[config.mk]
export PLATFORM = sky130hd
export DESIGN_NAME = alu_wide_seq
export DESIGN_NICKNAME = d
export VERILOG_FILES = /design/src/rtl/alu_pkg.sv /design/src/rtl/ALU.sv /design/src/rtl/alu_wide_seq.sv
export SDC_FILE = /design/constraint.sdc
export NUM_CORES = 1
export LEC_CHECK = 0
export BUFFER_PORTS_ARGS = -buffer_cell sky130_fd_sc_hd__buf_4
export CAP_MARGIN = 20
export CORE_MARGIN = 2
export CORE_UTILIZATION = 59
export CTS_CLUSTER_DIAMETER = 100
export CTS_CLUSTER_SIZE = 20
export DETAILED_ROUTE_END_ITERATION = 10
export PLACE_DENSITY = 0.78
export SLEW_MARGIN = 10
export SYNTH_ARGS = -nofsm -noshare
export SYNTH_HDL_FRONTEND = slang
export SYNTH_HIERARCHICAL = 1
export SYNTH_SLANG_ARGS = --single-unit
export TNS_END_PERCENT = 1
[constraint.sdc]
create_clock -name clk -period 4.95 [get_ports clk]
set_input_delay 0.7425 -clock clk [delete_from_list [all_inputs] [get_ports clk]]
set_output_delay 0.7425 -clock clk [all_outputs]
set_load 0.005 [all_outputs]
[src/rtl/alu_pkg.sv]
// Shared opcode and state definitions for the byte-serial wide ALU
// and its 8-bit slice.
package alu_pkg;

    typedef enum logic [2:0] {
        OP_ADD   = 3'b000,
        OP_SUBAB = 3'b001,
        OP_SUBBA = 3'b010,
        OP_OR    = 3'b011,
        OP_AND   = 3'b100,
        OP_ANDN  = 3'b101,
        OP_XOR   = 3'b110,
        OP_XNOR  = 3'b111
    } op_e;

    typedef enum logic [1:0] {
        ST_IDLE = 2'd0,
        ST_EXEC = 2'd1,
        ST_DONE = 2'd2
    } state_e;

    function automatic logic is_arith(input op_e op);
        return (op == OP_ADD) || (op == OP_SUBAB) || (op == OP_SUBBA);
    endfunction

endpackage

[src/rtl/ALU.sv]
// Team 8-bit ALU slice: combinational, carry-in/carry-out for the
// arithmetic opcodes, carry-out forced low for logic opcodes.
module ALU
    import alu_pkg::*;
(
    input  logic [7:0] i_a,
    input  logic [7:0] i_b,
    input  logic       i_cin,
    input  op_e        i_oper,
    output logic [7:0] o_sum,
    output logic       o_cout
);

    logic [8:0] w_res;

    always_comb begin
        w_res = '0;
        unique case (i_oper)
            OP_ADD:   w_res = {1'b0, i_a} + {1'b0, i_b} + {8'd0, i_cin};
            OP_SUBAB: w_res = {1'b0, i_a} + {1'b0, ~i_b} + {8'd0, i_cin};
            OP_SUBBA: w_res = {1'b0, i_b} + {1'b0, ~i_a} + {8'd0, ~i_cin};
            OP_OR:    w_res = {1'b0, i_a | i_b};
            OP_AND:   w_res = {1'b0, i_a & i_b};
            OP_ANDN:  w_res = {1'b0, ~i_a & i_b};
            OP_XOR:   w_res = {1'b0, i_a ^ i_b};
            OP_XNOR:  w_res = {1'b0, ~(i_a ^ i_b)};
        endcase
    end

    assign o_sum  = w_res[7:0];
    assign o_cout = w_res[8];

endmodule

[src/rtl/alu_wide_seq.sv]
// Byte-serial wide ALU: one 8-bit slice per cycle, LSB first, then a
// commit cycle that publishes the result and holds it until taken.
module alu_wide_seq
    import alu_pkg::*;
#(
    parameter int NBYTES = 4
) (
    input  logic                  clk,
    input  logic                  rst_n,
    input  logic                  req_valid,
    output logic                  req_ready,
    input  logic [2:0]            req_oper,
    input  logic [8*NBYTES-1:0]   req_a,
    input  logic [8*NBYTES-1:0]   req_b,
    input  logic                  req_cin,
    output logic                  rsp_valid,
    input  logic                  rsp_ready,
    output logic [8*NBYTES-1:0]   rsp_sum,
    output logic                  rsp_cout,
    output logic                  rsp_zero,
    output logic                  busy
);

    localparam int W  = 8 * NBYTES;
    localparam int CW = $clog2(NBYTES + 1);

    state_e         r_state;
    state_e         w_next;
    logic [CW-1:0]  r_cnt;
    op_e            r_oper;
    logic [W-1:0]   r_a;
    logic [W-1:0]   r_b;
    logic [W-1:0]   r_acc;
    logic [W-1:0]   r_sum;
    logic           r_cin;
    logic           r_carry;
    logic           r_cout;

    logic [7:0]     w_slice_sum;
    logic           w_slice_cout;
    logic           w_slice_cin;
    logic           w_accept;
    logic           w_commit;

    assign w_accept = req_valid && (r_state == ST_IDLE);
    assign w_commit = (r_state == ST_EXEC) && (r_cnt == CW'(NBYTES));

    // b-a chains through an inverted carry so the slice sees ~borrow
    always_comb begin
        w_slice_cin = r_carry;
        if (r_cnt == '0)
            w_slice_cin = r_cin;
        else if (r_oper == OP_SUBBA)
            w_slice_cin = ~r_carry;
    end

    ALU u_alu (
        .i_a    (r_a[7:0]),
        .i_b    (r_b[7:0]),
        .i_cin  (w_slice_cin),
        .i_oper (r_oper),
        .o_sum  (w_slice_sum),
        .o_cout (w_slice_cout)
    );

    always_ff @(posedge clk or negedge rst_n) begin
        if (!rst_n)
            r_state <= ST_IDLE;
        else
            r_state <= w_next;
    end

    always_comb begin
        w_next = r_state;
        unique case (r_state)
            ST_IDLE: if (req_valid) w_next = ST_EXEC;
            ST_EXEC: if (w_commit)  w_next = ST_DONE;
            ST_DONE: if (rsp_ready) w_next = ST_IDLE;
            default: w_next = ST_IDLE;
        endcase
    end

    always_comb begin
        req_ready = (r_state == ST_IDLE);
        rsp_valid = (r_state == ST_DONE);
        busy      = (r_state != ST_IDLE);
    end

    // operands shift right so the slice always reads byte 0
    always_ff @(posedge clk or negedge rst_n) begin
        if (!rst_n) begin
            r_cnt   <= '0;
            r_oper  <= OP_ADD;
            r_a     <= '0;
            r_b     <= '0;
            r_acc   <= '0;
            r_sum   <= '0;
            r_cin   <= 1'b0;
            r_carry <= 1'b0;
            r_cout  <= 1'b0;
        end else if (w_accept) begin
            r_cnt   <= '0;
            r_oper  <= op_e'(req_oper);
            r_a     <= req_a;
            r_b     <= req_b;
            r_acc   <= '0;
            r_cin   <= req_cin;
            r_carry <= 1'b0;
        end else if (r_state == ST_EXEC) begin
            if (w_commit) begin
                r_sum  <= r_acc;
                r_cout <= is_arith(r_oper) & r_carry;
            end else begin
                r_a     <= r_a >> 8;
                r_b     <= r_b >> 8;
                r_acc   <= {w_slice_sum, r_acc[W-1:8]};
                r_carry <= w_slice_cout;
                r_cnt   <= r_cnt + 1'b1;
            end
        end
    end

    assign rsp_sum  = r_sum;
    assign rsp_cout = r_cout;
    assign rsp_zero = (r_sum == '0);

endmodule

* Word level (Yosys, flattened, before mapping)
Index checks and enable logic that the tools add are counted.
** Word-level totals
- Flip-flop bits (word level) :: 139
- Bits in latches :: 0
- Memory bits (writable) :: 0
- Bits in read-only memories :: 0
- Output and inout port bits :: 37
- Logic and storage cells :: 77
- Memories :: 0
** Cells by class
- Add/subtract/negate cells :: 7
- Multipliers :: 0
- Div/mod/pow operators :: 0
- Magnitude comparators :: 0
- Equal/unequal tests :: 14
- Shift operators :: 0
- Multiplexer cells :: 22
- Bitwise logic cells :: 11
- Reduce and logical (&&, ||, !) cells :: 13
** Operators with widths (number)
- $mux 32 :: 9
- $pmux 9 s8 :: 1
- $logic_not 32->1 :: 1
- $add 8x8->9 :: 3
- $add 9x1->9 :: 3
- $not 8->8 :: 3
- $and 8x8->8 :: 2
- $eq 3x3->1 const B :: 5
- $mux 3 :: 3
- $or 8x8->8 :: 1
- $xor 8x8->8 :: 1
- $eq 3x2->1 const B :: 2
- $logic_not 3->1 :: 2
- $mux 2 :: 3
- $ne 2x2->1 const B :: 3
- $pmux 2 s3 :: 1
- $reduce_and 3->1 :: 2
- $mux 1 :: 5
- $reduce_bool 2->1 :: 2
- $add 3x1->3 const B :: 1
- $eq 3x1->1 const B :: 1
- $not 1->1 :: 3
- $eq 2x1->1 const B :: 1
- $eq 2x2->1 const B :: 1
- 6 further kinds :: 8

* Longest topological paths before layout
- Word-level depth :: 9
- Depth in mapped cells :: 14
- Mapped depth without buffers :: 14

* Hierarchy
Netlist, hierarchy kept.
** By module, submodules not included
- alu_wide_seq :: times used 1, cells an instance 463, area an instance 5700.5 um^2
- ALU :: times used 1, cells an instance 228, area an instance 1715.4 um^2

* Worst setup path after synthesis
No wires, ideal clock.
- Kind :: reg2reg
- Start point :: reg r_oper[0]
- End point :: reg r_carry
- Library setup time :: 0.121 ns
- Data arrival time :: 3.005 ns
- Data required time :: 4.829 ns
- Slack :: 1.825 ns
- Cell stages (with the launch flop) :: 13
- Buffers on the path :: 0
- Period minus slack after synthesis :: 3.125 ns
- Path through :: dfrtp_1 nor3b_1 xor2_1 mux2_2 fa_1 fa_1 a21o_1 a21oi_1 o31ai_1 a21oi_1 nor2b_1 o32a_1 a22o_1
** Between the ends
- Cells in the longest elaborated chain, start to end :: 9
** Ends and longest elaborated chain
- start, declared :: RTL line alu_wide_seq.sv:30 : op_e r_oper;
- start signal, assigned :: RTL line alu_wide_seq.sv:103 : r_oper <= op_e'(req_oper);
- $eq 3x2->1 * :: RTL line alu_wide_seq.sv:53 : else if (r_oper == OP_SUBBA)
- $mux 1 * :: RTL line alu_wide_seq.sv:53
- $mux 1 * :: RTL line alu_wide_seq.sv:51 : if (r_cnt == '0)
- net w_slice_cin :: RTL line alu_wide_seq.sv:41 : logic w_slice_cin;
- $not 1->1 :: RTL line ALU.sv:21 : OP_SUBBA: w_res = {1'b0, i_b} + {1'b0, ~i_a} + {8'd0, ~i_cin};
- $add 9x1->9 :: RTL line ALU.sv:21
- $pmux 9 s8 * :: RTL line ALU.sv:18 : unique case (i_oper)
- net w_slice_cout :: RTL line alu_wide_seq.sv:40 : logic w_slice_cout;
- $mux 1 * :: RTL line alu_wide_seq.sv:110 : if (w_commit) begin
- $mux 1 * :: RTL line alu_wide_seq.sv:109 : end else if (r_state == ST_EXEC) begin
- $mux 1 * :: RTL line alu_wide_seq.sv:101 : end else if (w_accept) begin
- end signal, assigned :: RTL line alu_wide_seq.sv:117 : r_carry <= w_slice_cout;
- end, declared :: RTL line alu_wide_seq.sv:36 : logic r_carry;
Mark *: on every way through the listed nets, which the timed path passes. The rest lies on a longest branch. The select of a mux whose other input is x is not followed.
A chain may end at the register's enable or synchronous reset.

* Worst setup path in the final report
- Start point :: reg r_oper[1]
- End point :: reg r_carry
The elaborated chain is that of the path after synthesis.

==> metrics.yaml <==
port_buffers: 108
fin_cells: 953
p_sw_frac: 0.4228
clock.fmax_ghz: 0.2633
grt_usage: 0.2986
drtIter0Drc: 486
rrSetupSlack_ns: 1.15
avgSynthCellArea_um2: 10.73
dpl.cell_count: 920
wl_per_cell_um: 20.03
pin_count: 109
hold_viol_final: 0
synth_ff_type: "dfrtp_1"
grt_pass1_vias: 5890
insertion_delay_ns: 0.42
wirelength_um: 19090
fin_skew_ns: 0.005419
post_cts_buffers: 0
dp.final_hpwl_um: 12950
maxSlewHeadroom: 0.3523
die_x_um: 116.1
grt_max_degree: 93
syn_nets: 800
final_common_cell: "dfrtp_1"
vdd_drop_max_v: 0.0004396
status: "finished clean"
ff2ff_path_depth: 12
cts_inserted_buffers: 17
ys_seq_area_frac: 0.4690
fillCellCount: 863
final.period_utilization: 0.7672
vias_per_cell: 6.157
clockBufferDepth: 2
cp.arrival_ns: 4.11
reg2reg_to: "r_carry$_DFFE_PN0P_"
p_int_mw: 4.117
coreArea_um2: 12160
ys_ff_latch: 139
yosysTopAreaCell: "dfrtp_1"
rsz0062_at_grt: "false"
slew_violations: 0
clkPwrFrac: 0.177
finalNetCount: 881
p_leak_nw: 4.126
synth_edf_count: 0
chipHeight_um: 116.1
fin_setup_tns_ns: 0
grt_pass1_wl_um: 30750
start_util: 0.6098
cts_resized: 0
setup_viol: 0
synth_top_area_frac: 0.4690
synthCells: 691
postRouteAntennaNets: 0
yosys.cell_types.count: 64
synth.area.top_cells: "dfrtp_1 (47%), a22o_1 (5.9%), ha_1 (5.2%)"
cts_hold_buf: 0
syn_to_final_growth_pct: 19.28
crit_type: "register to register"
num_rows: 40
maxCapViolations: 0
hold_path.class: "primary input to async pin"
worst_pin_slew_ns: 0.9715
critPathLaunchType: "register"
syn_area_um2: 7416
cts.sinks: 139
pwr-share-seq: 0.303
clockRootBuffer: "clkbuf_16"
switchingPower_mw: 3.016
cts_max_level: 4
yosysWarningCount: 6
gp_congestion: 0.9530
diodes: 0
cts_tree: "yes"
cp-end-kind: "register"
antenna_found_initial: 0
worstPathMaxFanout: 22
firstDrtPassIters: 5
worstReg2RegStart: "r_oper[1]$_DFFE_PN0N_"
path_clk_slew_ns: 0.06
drc: 0
layout_common_cells: "dfrtp_1 (139), buf_4 (115), a22o_1 (50)"
worstPathRequired_ns: 5.26
min_period_ns: 3.798
overflow: 0
die_area_um2: 13480
drive_above_1_share: 0.2599
pwr-share-comb: 0.520
async_flop_share: 1.000
powerDensity_nw_per_um2: 806.3
vias: 5868
through the flow:
step	cell area [µm²]	util	hold WS (ns)	setup slack [ns]	power, mW
2_1_floorplan	7416	-	0.4417	1.825	4.796
3_3_place_gp	8235	0.6772	0.4737	1.284	5.703
3_5_place_dp	8235	0.6772	0.4752	1.224	5.804
4_1_cts	8831	0.7261	0.4056	1.171	7.097
5_1_grt	8846	0.7274	0.4341	0.8889	7.630
6_report	8846	0.7274	0.3637	1.152	7.132
cell usage after synthesis (19+ instances only):
library cell,count
a31oi_1,28
inv_1,29
buf_2,24
a22o_1,50
nor2_1,38
or3_1,25
nand3_1,29
ha_1,31
clkbuf_1,24
a21oi_1,19
nand2_1,30
o21ai_0,33
mux2_2,33
dfrtp_1,139
worst max-delay path, stage by stage, from the launching register on:
cell and delay (ns):
dfrtp_1 0.75, nor3b_1 0.31, xor2_1 0.12, mux2_2 0.34, fa_1 0.41, fa_1 0.42
a21o_1 0.21, a21oi_1 0.24, o31ai_1 0.16, a21oi_1 0.17, nor2b_1 0.06, o32a_1 0.29
a22o_1 0.20
logic make-up after synthesis:
group | share of synthesized area
AOI/OAI and AO/OA | 0.2171
xor gates and xnor gates | 0.02008
adders and majority gates | 0.06850
buffers and inverters | 0.05180
DFF | 0.4690
muxes | 0.05416
and+or+nand+nor | 0.1193
layout make-up:
class	instances	area, µm²	area share
Clock buffer	20	456.7	0.05163
Clock inverter	12	138.9	0.01570
Inverter	31	116.4	0.01315
Multi-Input combinational cell	466	3556	0.4020
Sequential cell	139	3478	0.3932
Tap cell	168	210.2	0.02376
Timing Repair Buffer	117	889.6	0.1006
how the worst max path moves through the flow:
| stage | cells after the start | end | slack [ns] | startpoint |
|---|---|---|---|---|
| floorplan | 12 | r_carry$_DFFE_PN0P_ | 1.82 | r_oper[0]$_DFFE_PN0N_ |
| global placement | 12 | r_carry$_DFFE_PN0P_ | 1.28 | r_oper[1]$_DFFE_PN0N_ |
| detailed placement | 12 | r_carry$_DFFE_PN0P_ | 1.22 | r_oper[1]$_DFFE_PN0N_ |
| CTS | 12 | r_carry$_DFFE_PN0P_ | 1.17 | r_oper[1]$_DFFE_PN0N_ |
| global route | 13 | r_carry$_DFFE_PN0P_ | 0.89 | r_oper[1]$_DFFE_PN0N_ |
| finish | 12 | r_carry$_DFFE_PN0P_ | 1.15 | r_oper[1]$_DFFE_PN0N_ |
state kept, by name (all words and copies together), names as in the netlist:
register,flops
r_carry,1
r_oper,3
r_state,2
r_b,32
r_cin,1
rsp_sum,32
r_a,32
r_cnt,3
r_acc,32
rsp_cout,1
per-layer routing:
| metal | share of wire | wire, µm | vias up | track usage |
|---|---|---|---|---|
| met1 | 0.43 | 8189 | 2940 | 0.3890 |
| met5 | 0 | 0 | - | 0 |
| met2 | 0.49 | 9259 | 169 | 0.4838 |
| met4 | 0.024 | 462 | 0 | 0.1127 |
| met3 | 0.062 | 1174 | 36 | 0.07940 |
| li1 | - | - | 2723 | - |
power by group through the flow:
stage | Combinational, mW | Clock, mW | Sequential (mW)
4_1_cts | 3.67 | 1.28 | 2.15
2_1_floorplan | 2.82 | 0 | 1.97
3_3_place_gp | 3.57 | 0 | 2.13
5_1_grt | 4.07 | 1.33 | 2.23
6_report | 3.71 | 1.27 | 2.16
3_5_place_dp | 3.64 | 0 | 2.16
(Power assumes the default switching activity.)
